## config.mk

```make
export PLATFORM = sky130hd
export DESIGN_NAME = dlx_decode_stage
export DESIGN_NICKNAME = d
export VERILOG_FILES = /design/src/rtl/dlx_pkg.sv /design/src/rtl/dlx_decode_comb.sv /design/src/rtl/dlx_decode_stage.sv
export SDC_FILE = /design/constraint.sdc
export NUM_CORES = 1
export LEC_CHECK = 0
export BUFFER_PORTS_ARGS = -buffer_cell sky130_fd_sc_hd__buf_2
export CORE_ASPECT_RATIO = 0.75
export CORE_UTILIZATION = 57
export DETAILED_ROUTE_END_ITERATION = 6
export GPL_TIMING_DRIVEN = 1
export PLACE_DENSITY = 0.86
export SYNTH_ARGS = -nofsm -noshare
export SYNTH_HDL_FRONTEND = slang
export SYNTH_SLANG_ARGS = --single-unit
```

## constraint.sdc

```tcl
create_clock -name clk -period 4.5 [get_ports clk]
set_clock_uncertainty 0.05 [all_clocks]
set_input_delay 0.225 -clock clk [delete_from_list [all_inputs] [get_ports clk]]
set_output_delay 0.225 -clock clk [all_outputs]
set_load 0.005 [all_outputs]
```

## src/rtl/dlx_pkg.sv

```systemverilog
// Shared types and encodings for the DLX decode stage.
package dlx_pkg;

    localparam int unsigned INSTR_W = 32;
    localparam int unsigned REG_W   = 5;
    localparam int unsigned IMM_W   = 32;
    localparam int unsigned OP_W    = 6;

    typedef enum logic [3:0] {
        ALU_PASS = 4'd0,
        ALU_ADD  = 4'd1,
        ALU_SUB  = 4'd2,
        ALU_AND  = 4'd3,
        ALU_OR   = 4'd4,
        ALU_XOR  = 4'd5,
        ALU_SLL  = 4'd6,
        ALU_SRL  = 4'd7,
        ALU_EQZ  = 4'd8,
        ALU_NEZ  = 4'd9,
        ALU_SEQ  = 4'd10,
        ALU_SLE  = 4'd11,
        ALU_SLT  = 4'd12,
        ALU_SNE  = 4'd13,
        ALU_SRA  = 4'd14,
        ALU_LINK = 4'd15
    } alu_op_e;

    typedef enum logic [1:0] {
        PC_SEQ    = 2'b00,
        PC_BRANCH = 2'b01,
        PC_JUMP   = 2'b10,
        PC_JREG   = 2'b11
    } pc_sel_e;

    // Primary opcodes
    localparam logic [OP_W-1:0] OP_RTYPE = 6'h00;
    localparam logic [OP_W-1:0] OP_J     = 6'h02;
    localparam logic [OP_W-1:0] OP_JAL   = 6'h03;
    localparam logic [OP_W-1:0] OP_BEQZ  = 6'h04;
    localparam logic [OP_W-1:0] OP_BNEZ  = 6'h05;
    localparam logic [OP_W-1:0] OP_ADDI  = 6'h08;
    localparam logic [OP_W-1:0] OP_SUBI  = 6'h0a;
    localparam logic [OP_W-1:0] OP_ANDI  = 6'h0c;
    localparam logic [OP_W-1:0] OP_ORI   = 6'h0d;
    localparam logic [OP_W-1:0] OP_XORI  = 6'h0e;
    localparam logic [OP_W-1:0] OP_LHI   = 6'h0f;
    localparam logic [OP_W-1:0] OP_JR    = 6'h12;
    localparam logic [OP_W-1:0] OP_JALR  = 6'h13;
    localparam logic [OP_W-1:0] OP_SLLI  = 6'h14;
    localparam logic [OP_W-1:0] OP_SRLI  = 6'h16;
    localparam logic [OP_W-1:0] OP_SRAI  = 6'h17;
    localparam logic [OP_W-1:0] OP_SEQI  = 6'h18;
    localparam logic [OP_W-1:0] OP_SNEI  = 6'h19;
    localparam logic [OP_W-1:0] OP_SLTI  = 6'h1a;
    localparam logic [OP_W-1:0] OP_SLEI  = 6'h1c;
    localparam logic [OP_W-1:0] OP_LW    = 6'h23;
    localparam logic [OP_W-1:0] OP_SW    = 6'h2b;

    // R-type function codes
    localparam logic [5:0] FN_SLL = 6'h04;
    localparam logic [5:0] FN_SRL = 6'h06;
    localparam logic [5:0] FN_SRA = 6'h07;
    localparam logic [5:0] FN_ADD = 6'h20;
    localparam logic [5:0] FN_SUB = 6'h22;
    localparam logic [5:0] FN_AND = 6'h24;
    localparam logic [5:0] FN_OR  = 6'h25;
    localparam logic [5:0] FN_XOR = 6'h26;
    localparam logic [5:0] FN_SEQ = 6'h28;
    localparam logic [5:0] FN_SNE = 6'h29;
    localparam logic [5:0] FN_SLT = 6'h2a;
    localparam logic [5:0] FN_SLE = 6'h2c;

    // Decoded payload; register indices and immediate are at native
    // instruction width and widened by the stage to its parameters.
    typedef struct packed {
        alu_op_e           alu_op;
        logic [REG_W-1:0]  rs1;
        logic [REG_W-1:0]  rs2;
        logic [REG_W-1:0]  rd;
        logic [IMM_W-1:0]  imm;
        logic              use_imm;
        pc_sel_e           pc_sel;
        logic              load;
        logic              store;
        logic              illegal;
    } decoded_t;

    // Opcodes whose 16-bit immediate is sign-extended
    function automatic logic imm_is_signed(input logic [OP_W-1:0] op);
        case (op)
            OP_ADDI, OP_SUBI, OP_SEQI, OP_SNEI, OP_SLTI, OP_SLEI,
            OP_LW, OP_SW, OP_BEQZ, OP_BNEZ: imm_is_signed = 1'b1;
            default:                         imm_is_signed = 1'b0;
        endcase
    endfunction

endpackage

```

## src/rtl/dlx_decode_comb.sv

```systemverilog
// Combinational DLX instruction decoder: instruction word to decoded fields.
module dlx_decode_comb
    import dlx_pkg::*;
#(
    parameter int unsigned LINK_REG = 31
) (
    input  logic [INSTR_W-1:0] instr,
    output decoded_t           dec,
    output logic               use_rs1,
    output logic               use_rs2
);

    logic [OP_W-1:0]  opcode;
    logic [5:0]       funct;
    logic [REG_W-1:0] f_a;
    logic [REG_W-1:0] f_b;
    logic [REG_W-1:0] f_c;
    logic [IMM_W-1:0] imm_i;
    logic [IMM_W-1:0] imm_j;

    assign opcode = instr[31:26];
    assign f_a    = instr[25:21];
    assign f_b    = instr[20:16];
    assign f_c    = instr[15:11];
    assign funct  = instr[5:0];
    assign imm_i  = imm_is_signed(opcode) ? {{16{instr[15]}}, instr[15:0]}
                                          : {16'b0, instr[15:0]};
    assign imm_j  = {{6{instr[25]}}, instr[25:0]};

    // Field extraction and control decode; anything unrecognised is a nop flagged illegal
    always_comb begin
        dec     = '0;
        use_rs1 = 1'b0;
        use_rs2 = 1'b0;
        case (opcode)
            OP_RTYPE: begin
                case (funct)
                    FN_ADD:  dec.alu_op = ALU_ADD;
                    FN_SUB:  dec.alu_op = ALU_SUB;
                    FN_AND:  dec.alu_op = ALU_AND;
                    FN_OR:   dec.alu_op = ALU_OR;
                    FN_XOR:  dec.alu_op = ALU_XOR;
                    FN_SLL:  dec.alu_op = ALU_SLL;
                    FN_SRL:  dec.alu_op = ALU_SRL;
                    FN_SRA:  dec.alu_op = ALU_SRA;
                    FN_SEQ:  dec.alu_op = ALU_SEQ;
                    FN_SNE:  dec.alu_op = ALU_SNE;
                    FN_SLT:  dec.alu_op = ALU_SLT;
                    FN_SLE:  dec.alu_op = ALU_SLE;
                    default: dec.illegal = 1'b1;
                endcase
                if (!dec.illegal) begin
                    dec.rs1 = f_a;
                    dec.rs2 = f_b;
                    dec.rd  = f_c;
                    use_rs1 = 1'b1;
                    use_rs2 = 1'b1;
                end
            end
            OP_ADDI, OP_SUBI, OP_ANDI, OP_ORI, OP_XORI, OP_LHI,
            OP_SLLI, OP_SRLI, OP_SRAI, OP_SEQI, OP_SNEI, OP_SLTI, OP_SLEI: begin
                case (opcode)
                    OP_ADDI: dec.alu_op = ALU_ADD;
                    OP_SUBI: dec.alu_op = ALU_SUB;
                    OP_ANDI: dec.alu_op = ALU_AND;
                    OP_ORI:  dec.alu_op = ALU_OR;
                    OP_XORI: dec.alu_op = ALU_XOR;
                    OP_SLLI: dec.alu_op = ALU_SLL;
                    OP_SRLI: dec.alu_op = ALU_SRL;
                    OP_SRAI: dec.alu_op = ALU_SRA;
                    OP_SEQI: dec.alu_op = ALU_SEQ;
                    OP_SNEI: dec.alu_op = ALU_SNE;
                    OP_SLTI: dec.alu_op = ALU_SLT;
                    OP_SLEI: dec.alu_op = ALU_SLE;
                    default: dec.alu_op = ALU_PASS;
                endcase
                dec.rs1     = f_a;
                dec.rd      = f_b;
                dec.imm     = imm_i;
                dec.use_imm = 1'b1;
                use_rs1     = 1'b1;
            end
            OP_LW: begin
                dec.alu_op  = ALU_ADD;
                dec.rs1     = f_a;
                dec.rd      = f_b;
                dec.imm     = imm_i;
                dec.use_imm = 1'b1;
                dec.load    = 1'b1;
                use_rs1     = 1'b1;
            end
            OP_SW: begin
                dec.alu_op  = ALU_ADD;
                dec.rs1     = f_a;
                dec.rs2     = f_b;
                dec.imm     = imm_i;
                dec.use_imm = 1'b1;
                dec.store   = 1'b1;
                use_rs1     = 1'b1;
                use_rs2     = 1'b1;
            end
            OP_BEQZ, OP_BNEZ: begin
                dec.alu_op  = (opcode == OP_BEQZ) ? ALU_EQZ : ALU_NEZ;
                dec.rs1     = f_a;
                dec.imm     = imm_i;
                dec.use_imm = 1'b1;
                dec.pc_sel  = PC_BRANCH;
                use_rs1     = 1'b1;
            end
            OP_JR, OP_JALR: begin
                dec.alu_op  = (opcode == OP_JALR) ? ALU_LINK : ALU_PASS;
                dec.rd      = (opcode == OP_JALR) ? REG_W'(LINK_REG) : '0;
                dec.rs1     = f_a;
                dec.imm     = imm_i;
                dec.use_imm = 1'b1;
                dec.pc_sel  = PC_JREG;
                use_rs1     = 1'b1;
            end
            OP_J, OP_JAL: begin
                dec.alu_op  = (opcode == OP_JAL) ? ALU_LINK : ALU_PASS;
                dec.rd      = (opcode == OP_JAL) ? REG_W'(LINK_REG) : '0;
                dec.imm     = imm_j;
                dec.pc_sel  = PC_JUMP;
            end
            default: dec.illegal = 1'b1;
        endcase
    end

endmodule

```

## src/rtl/dlx_decode_stage.sv

```systemverilog
// DLX decode pipeline stage: handshaked output register, load-use interlock,
// flush and saturating bubble counter around the combinational decoder.
module dlx_decode_stage
    import dlx_pkg::*;
#(
    parameter int unsigned XLEN        = 32,
    parameter int unsigned RAW         = 5,
    parameter int unsigned LINK_REG    = 31,
    parameter int unsigned STALL_CNT_W = 16
) (
    input  logic                   clk,
    input  logic                   reset_n,
    input  logic                   in_valid,
    output logic                   in_ready,
    input  logic [31:0]            in_instr,
    input  logic                   flush,
    output logic                   out_valid,
    input  logic                   out_ready,
    output logic [3:0]             out_alu_op,
    output logic [RAW-1:0]         out_rs1,
    output logic [RAW-1:0]         out_rs2,
    output logic [RAW-1:0]         out_rd,
    output logic [XLEN-1:0]        out_imm,
    output logic                   out_use_imm,
    output logic [1:0]             out_pc_sel,
    output logic                   out_load,
    output logic                   out_store,
    output logic                   out_illegal,
    output logic [STALL_CNT_W-1:0] stall_count
);

    localparam logic [STALL_CNT_W-1:0] STALL_MAX = '1;

    decoded_t in_dec;
    decoded_t held;
    logic     in_use_rs1;
    logic     in_use_rs2;
    logic     hazard;
    logic     in_fire;
    logic     out_fire;

    dlx_decode_comb #(
        .LINK_REG (LINK_REG)
    ) u_decode (
        .instr   (in_instr),
        .dec     (in_dec),
        .use_rs1 (in_use_rs1),
        .use_rs2 (in_use_rs2)
    );

    // Load in the output register whose result the incoming instruction reads
    assign hazard = out_valid && held.load && (held.rd != '0) &&
                    ((in_use_rs1 && (in_dec.rs1 == held.rd)) ||
                     (in_use_rs2 && (in_dec.rs2 == held.rd)));

    assign in_ready = !flush && !hazard && (!out_valid || out_ready);
    assign in_fire  = in_valid && in_ready;
    assign out_fire = out_valid && out_ready;

    // Output register: flush wins, then accept, then drain (counting interlock bubbles)
    always_ff @(posedge clk or negedge reset_n) begin
        if (!reset_n) begin
            out_valid   <= 1'b0;
            held        <= '0;
            stall_count <= '0;
        end else if (flush) begin
            out_valid <= 1'b0;
        end else if (in_fire) begin
            out_valid <= 1'b1;
            held      <= in_dec;
        end else if (out_fire) begin
            out_valid <= 1'b0;
            if (hazard && (stall_count != STALL_MAX)) begin
                stall_count <= stall_count + STALL_CNT_W'(1);
            end
        end
    end

    // Widen held fields to the stage parameters; immediates are sign-extended
    // from bit 31, which is already zero for zero-extended 16-bit forms.
    assign out_alu_op  = held.alu_op;
    assign out_rs1     = RAW'(held.rs1);
    assign out_rs2     = RAW'(held.rs2);
    assign out_rd      = RAW'(held.rd);
    assign out_imm     = XLEN'($signed(held.imm));
    assign out_use_imm = held.use_imm;
    assign out_pc_sel  = held.pc_sel;
    assign out_load    = held.load;
    assign out_store   = held.store;
    assign out_illegal = held.illegal;

endmodule

```

==> results.toml, run 1 <==
[run_status]
status = "finished, final reports clean"

[finish]
antenna_cells = 0
area_growth_pct = 18.5
fillers = 550
ff_latch_area_mm2 = 0.00170
finalNetCount = 570
multi_input_area_mm2 = 0.00210
final_common_cell = "buf_2"
drive_above_1_share_pct = 27.5
final_cell_mix = "111 x buf_2, 68 x dfrtp_1, 49 x inv_1"

[clock_tree]
clkLatencyLatePin_ps = 350
path_clk_slew_ps = 70
cts_inserted_buffers = 9
cts_tree = "yes"
cts_root_buffer = "clkbuf_8"
htreeDepth = 3
cts_setup_buffers = 0
cts_max_path_buffers = 2
cts_hold_buf = 0
cts-resized-gates = 0
clock-sinks = 68

[yosys]
synth.area.top_cells = "dfrtp_1 41%, mux2i_1 9.4%, inv_1 4.4%"
synth-xor-area-share_pct = 5.72
synth.top_cell.area_share_pct = 41.1
synthesis.instances = 429
postSynth.asyncResetShare_pct = 100
synth_area_per_cell_um2 = 9.64
synth_fa_ha_area_share_pct = 2.12
synth_cell_types = 53
synth_warnings = 0
ys_ff_latch = 68
yosysSeqAreaShare_pct = 41.1
syn_area_mm2 = 0.00414
synth_top_family_by_area = "compound AO/OA/AOI/OAI gates"
synth-compound-area-share_pct = 14.8
synth_top_cell_by_area = "dfrtp_1"
synthSimpleGateAreaFrac_pct = 13.5
synth_edf_count = 0
synth_fp_nets = 473
synthMuxAreaShare_pct = 14.6
synth_ff_type = "dfrtp_1"

[setup_path]
required_ps = 4710
cp_max_fo = 40
startpoint_type = "input pin"
critPathKind = "input pin to flip-flop"
arrival_ps = 3440
reg2reg_depth = 9
critPathCaptureType = "flip-flop"

[timing]
final.period_utilization_pct = 71.6
min_period_ps = 3220
finalSetupViolCount = 0
rsz0062_at_grt = "no"
slew_headroom_pct = 11.8
final_max_slew_viol_count = 0
hold_ws_ps = 9.15
fmax_mhz = 310
finalHoldViolCount = 0
final.setup.tns_ps = 0
worstMarginPinSlew_ps = 1300

[route]
drt_iter0_markers = 217
wl_per_cell_um = 16.4
routed-via-count = 3621
vias_per_cell = 5.76
drc = 0
wirelength_mm = 10.3
drt_first_pass_iters = 5
route.antenna.remaining_nets = 0

[floorplan]
num_io_pins = 112
fp-row-count = 26
die_h_um = 75.8
core_mm2 = 0.00693
initial_utilization_pct = 59.7
die_w_um = 100
dieArea_mm2 = 0.00761

[power]
ir_worst_vdd_mv = 0.185
p_leak_uw = 0.00265
pwr-share-seq_pct = 46.4
combinationalPowerShare_pct = 19.4
cell_internal_pwr_uw = 1080
switchingPower_uw = 430
switching_share_pct = 28.5
powerDensity_mw_per_mm2 = 307
pwr-share-clk_pct = 34.2

[grt]
grt_max_degree = 69
grt_remaining_overflow = 0
antenna_found_initial = 0
grt_pass1_wl_mm = 16.6
grt_usage_pct = 28.6
first_global_vias = 3365

[flow_run]
max_cap_violations = 0

[worst_hold_path]
hp-class = "input pin to asynchronous set/reset pin"

[place]
place_hpwl_mm = 7.45
portBuffers = 111
place_congestion = 0.867
==> registers in the layout (all words and copies together) (netlist names) <==
register     count
out_rs1          5
out_use_imm      1
out_valid        1
out_load         1
out_rd           5
stall_count     16
out_imm         26
out_rs2          5
out_store        1
out_alu_op       4
out_pc_sel       2
out_illegal      1
==> layer usage <==
layer / global-route usage [%] / up-vias / part of all wire (%)
met5: 0 / - / 0
li1: - / 1680 / -
met2: 43.6 / 196 / 43
met3: 9.08 / 18 / 9.5
met4: 9.50 / 0 / 1.7
met1: 39.0 / 1727 / 45
==> power groups by stage <==
stage	Clock, uW	Sequential [uW]	Combinational (uW)
finish	516	699	292
global route	548	703	326
CTS	524	698	293
detailed placement	0	708	292
global placement	0	706	281
floorplan	0	708	168
==> worst max-delay path, cell delays in order <==
cell	delay, ps
buf_2	130
inv_1	120
ha_1	450
nand3_1	250
a211oi_4	570
o21ai_2	350
a31oi_4	230
buf_4	520
buf_4	340
mux2i_1	240
==> path summary, 6_finish.rpt <==
check	start	end	slack, ps
min in group clk	out_ready	out_valid$_DFFE_PN0P_	60
worst max-delay path	in_instr[27]	out_imm[3]$_DFFE_PN0P_	1280
worst min register to register	stall_count[4]$_DFFE_PN0P_	stall_count[4]$_DFFE_PN0P_	440
max in group asynchronous	reset_n	stall_count[5]$_DFFE_PN0P_	3820
worst min-delay path	reset_n	out_imm[30]$_DFFE_PN0P_	9
worst max register to register	out_rd[2]$_DFFE_PN0P_	out_imm[3]$_DFFE_PN0P_	1440
==> metrics by stage <==
step | std cells | total power (uW) | setup WS (ps) | utilization (%) | cell area, um^2
final | 629 | 1510 | 1280 | 70.8 | 4900
after global routing | 629 | 1580 | 1070 | 70.8 | 4900
after CTS | 629 | 1510 | 1290 | 70.8 | 4900
after detailed placement | 613 | 1000 | 945 | 67.8 | 4700
after global placement | 613 | 987 | 1230 | 67.8 | 4700
after floorplan | 429 | 876 | 1850 | - | 4140
==> final cells by class <==
type | instances | area share (%)
clock buffer | 12 | 3.16
clock inverter | 4 | 0.970
inverter | 49 | 3.75
multi-input combinational | 282 | 42.8
sequential | 68 | 34.7
tap | 98 | 2.50
timing repair buffer | 116 | 12.1
==> cells in the mapped netlist (2+ instances only) <==
library cell,n
nand2_1,35
buf_2,7
a221o_1,5
mux2_4,3
dfrtp_1,68
mux2i_1,39
nand2b_1,6
or2_2,2
nor2_1,13
buf_4,8
a2111oi_0,3
mux2_1,10
or3_1,3
o211ai_1,5
a211oi_1,12
o21ai_0,11
xnor2_1,7
a41oi_1,2
and3_1,8
nor4_1,2
o32a_1,3
nand3_1,16
or4_1,3
a21oi_1,22
nand3b_1,5
inv_1,49
nor2b_1,7
nand4_1,3
nor3_1,4
o211a_1,2
mux2_2,5
clkbuf_1,15
xor2_1,20
ha_1,7
==> kinds of logic after synthesis <==
group,count (synthesis)
adders and majority gates,7
DFF,68
buffers and inverters,79
muxes,57
and+or+nand+nor,110
xor gates and xnor gates,27
AOI/OAI and AO/OA,81
Note: power is estimated with default switching activity, not from simulation.
==> inputs of run 2 (changes only) <==
CORE_UTILIZATION = 53   (was 57)
PLACE_DENSITY = 0.8   (was 0.86)
clock period = 3.2 ns   (was 4.5 ns; I/O delays follow)
==> results.toml, run 2 (synthesis results as in run 1) <==
[run_status]
status = "finished, final reports clean"

[grt]
first_global_vias = 3456
grt_remaining_overflow = 0
antenna_found_initial = 0
grt_max_degree = 38
grt_usage_pct = 27.1
grt_pass1_wl_mm = 17.3

[setup_path]
critPathCaptureType = "flip-flop"
r2r_slack_ps = 230
critPathLaunch = "out_rd[1]$_DFFE_PN0P_"
r2r-start = "out_rd[1]$_DFFE_PN0P_"
arrival_ps = 3150
worstReg2RegEnd = "stall_count[14]$_DFFE_PN0P_"
reg2reg_depth = 7
cp_max_fo = 17
required_ps = 3390
critPathKind = "flip-flop to flip-flop"
startpoint_type = "flip-flop"
endpoint = "stall_count[14]$_DFFE_PN0P_"

[floorplan]
num_io_pins = 112
die_h_um = 78.5
fp-row-count = 27
initial_utilization_pct = 55.7
dieArea_mm2 = 0.00817
die_w_um = 104
core_mm2 = 0.00743

[finish]
final_common_cell = "buf_2"
drive_above_1_share_pct = 28.0
final_util_pct = 67.8
largest_reg_flops = 26
fillers = 624
final_cell_mix = "111 x buf_2, 68 x dfrtp_1, 49 x inv_1"
finalNetCount = 585
instances_no_fill = 647
fin_area_mm2 = 0.00504
area_growth_pct = 21.8
antenna_cells = 0

[route]
drt_iter0_markers = 213
wirelength_mm = 10.5
drc = 0
wl_per_cell_um = 16.2
vias_per_cell = 5.57
drt_first_pass_iters = 5
route.antenna.remaining_nets = 0
routed-via-count = 3603

[clock_tree]
cts_setup_buffers = 0
cts_root_buffer = "clkbuf_8"
cts_inserted_buffers = 9
clkLatencyLatePin_ps = 350
htreeDepth = 3
cts_tree = "yes"
cts_max_path_buffers = 2
cts-resized-gates = 0
path_clk_slew_ps = 70
clock-sinks = 68

[power]
powerDensity_mw_per_mm2 = 415
p_leak_uw = 0.00271
ir_worst_vdd_mv = 0.281

[timing]
min_period_ps = 2970
final.period_utilization_pct = 92.7
finalSetupViolCount = 0
hold_ws_ps = 30.0
final.setup.tns_ps = 0
worstMarginPinSlew_ps = 826
finalHoldViolCount = 0
rsz0062_at_grt = "no"
fmax_mhz = 337
final_max_slew_viol_count = 0
slew_headroom_pct = 44.9

[place]
placedCellCount = 623
place_hpwl_mm = 7.74
place_area_mm2 = 0.00477
place_congestion = 0.892
portBuffers = 111

[worst_hold_path]
hp-class = "input pin to flip-flop"

[flow_run]
max_cap_violations = 0
==> run 2: through the flow <==
stage | total power [uW] | setup WS [ps]
global route | 2190 | 165
global placement | 1400 | 400
CTS | 2100 | 374
detailed placement | 1410 | 264
floorplan | 1230 | 616
finish | 2090 | 232
==> run 2: report_power, final <==
| group | switching (uW) | total, uW | internal [uW] |
|---|---|---|---|
| clock | 336 | 680 | 344 |
| sequential | 52.1 | 981 | 929 |
| combinational | 230 | 428 | 198 |
| total | 618 | 2090 | 1470 |
==> run 2: cell type report <==
class	count	area [um^2]	share of cell area, %
multi-input combinational	282	2100	41.7
sequential	68	1700	33.8
timing repair buffer	131	738	14.7
inverter	49	184	3.65
clock buffer	13	169	3.35
tap	101	126	2.51
clock inverter	3	20.0	0.397
==> run 2: worst min path at each step <==
stage	slack (ps)	endpoint	start	cells past startpoint
final	30	out_imm[12]$_DFFE_PN0P_	in_instr[12]	3
after detailed placement	250	out_imm[22]$_DFFE_PN0P_	reset_n	1
after floorplan	-190	out_alu_op[0]$_DFFE_PN0P_	reset_n	0
after CTS	20	out_rs1[1]$_DFFE_PN0P_	in_instr[22]	3
after global placement	240	out_imm[22]$_DFFE_PN0P_	reset_n	1
after global routing	30	out_imm[12]$_DFFE_PN0P_	in_instr[12]	3
==> run 2: routing by layer <==
metal  vias to the layer above  GRT usage [%]  part of all wire, %  wire, um
met5                         -              0                    0         0
met4                         0           6.57                 0.92        97
met3                        11           8.14                  7.7       809
met2                       164           41.7                   45      4710
met1                      1718           37.5                   46      4870
li1                       1710              -                    -         -
==> run 2: what timing repair did <==
| action | in CTS | in global routing |
|---|---|---|
| setup endpoints to repair | 0 | 0 |
| endpoints found under the hold margin | 40 | 0 |
| hold buffers | 8 | 0 |
==> run 2: worst max-delay path, stage by stage (launching register included) <==
cell and delay, ps:
dfrtp_1 460, or4_1 150, o21ai_0 90, nor4_1 680
o31ai_4 190, buf_4 250, a2111oi_0 580, mux2_2 410
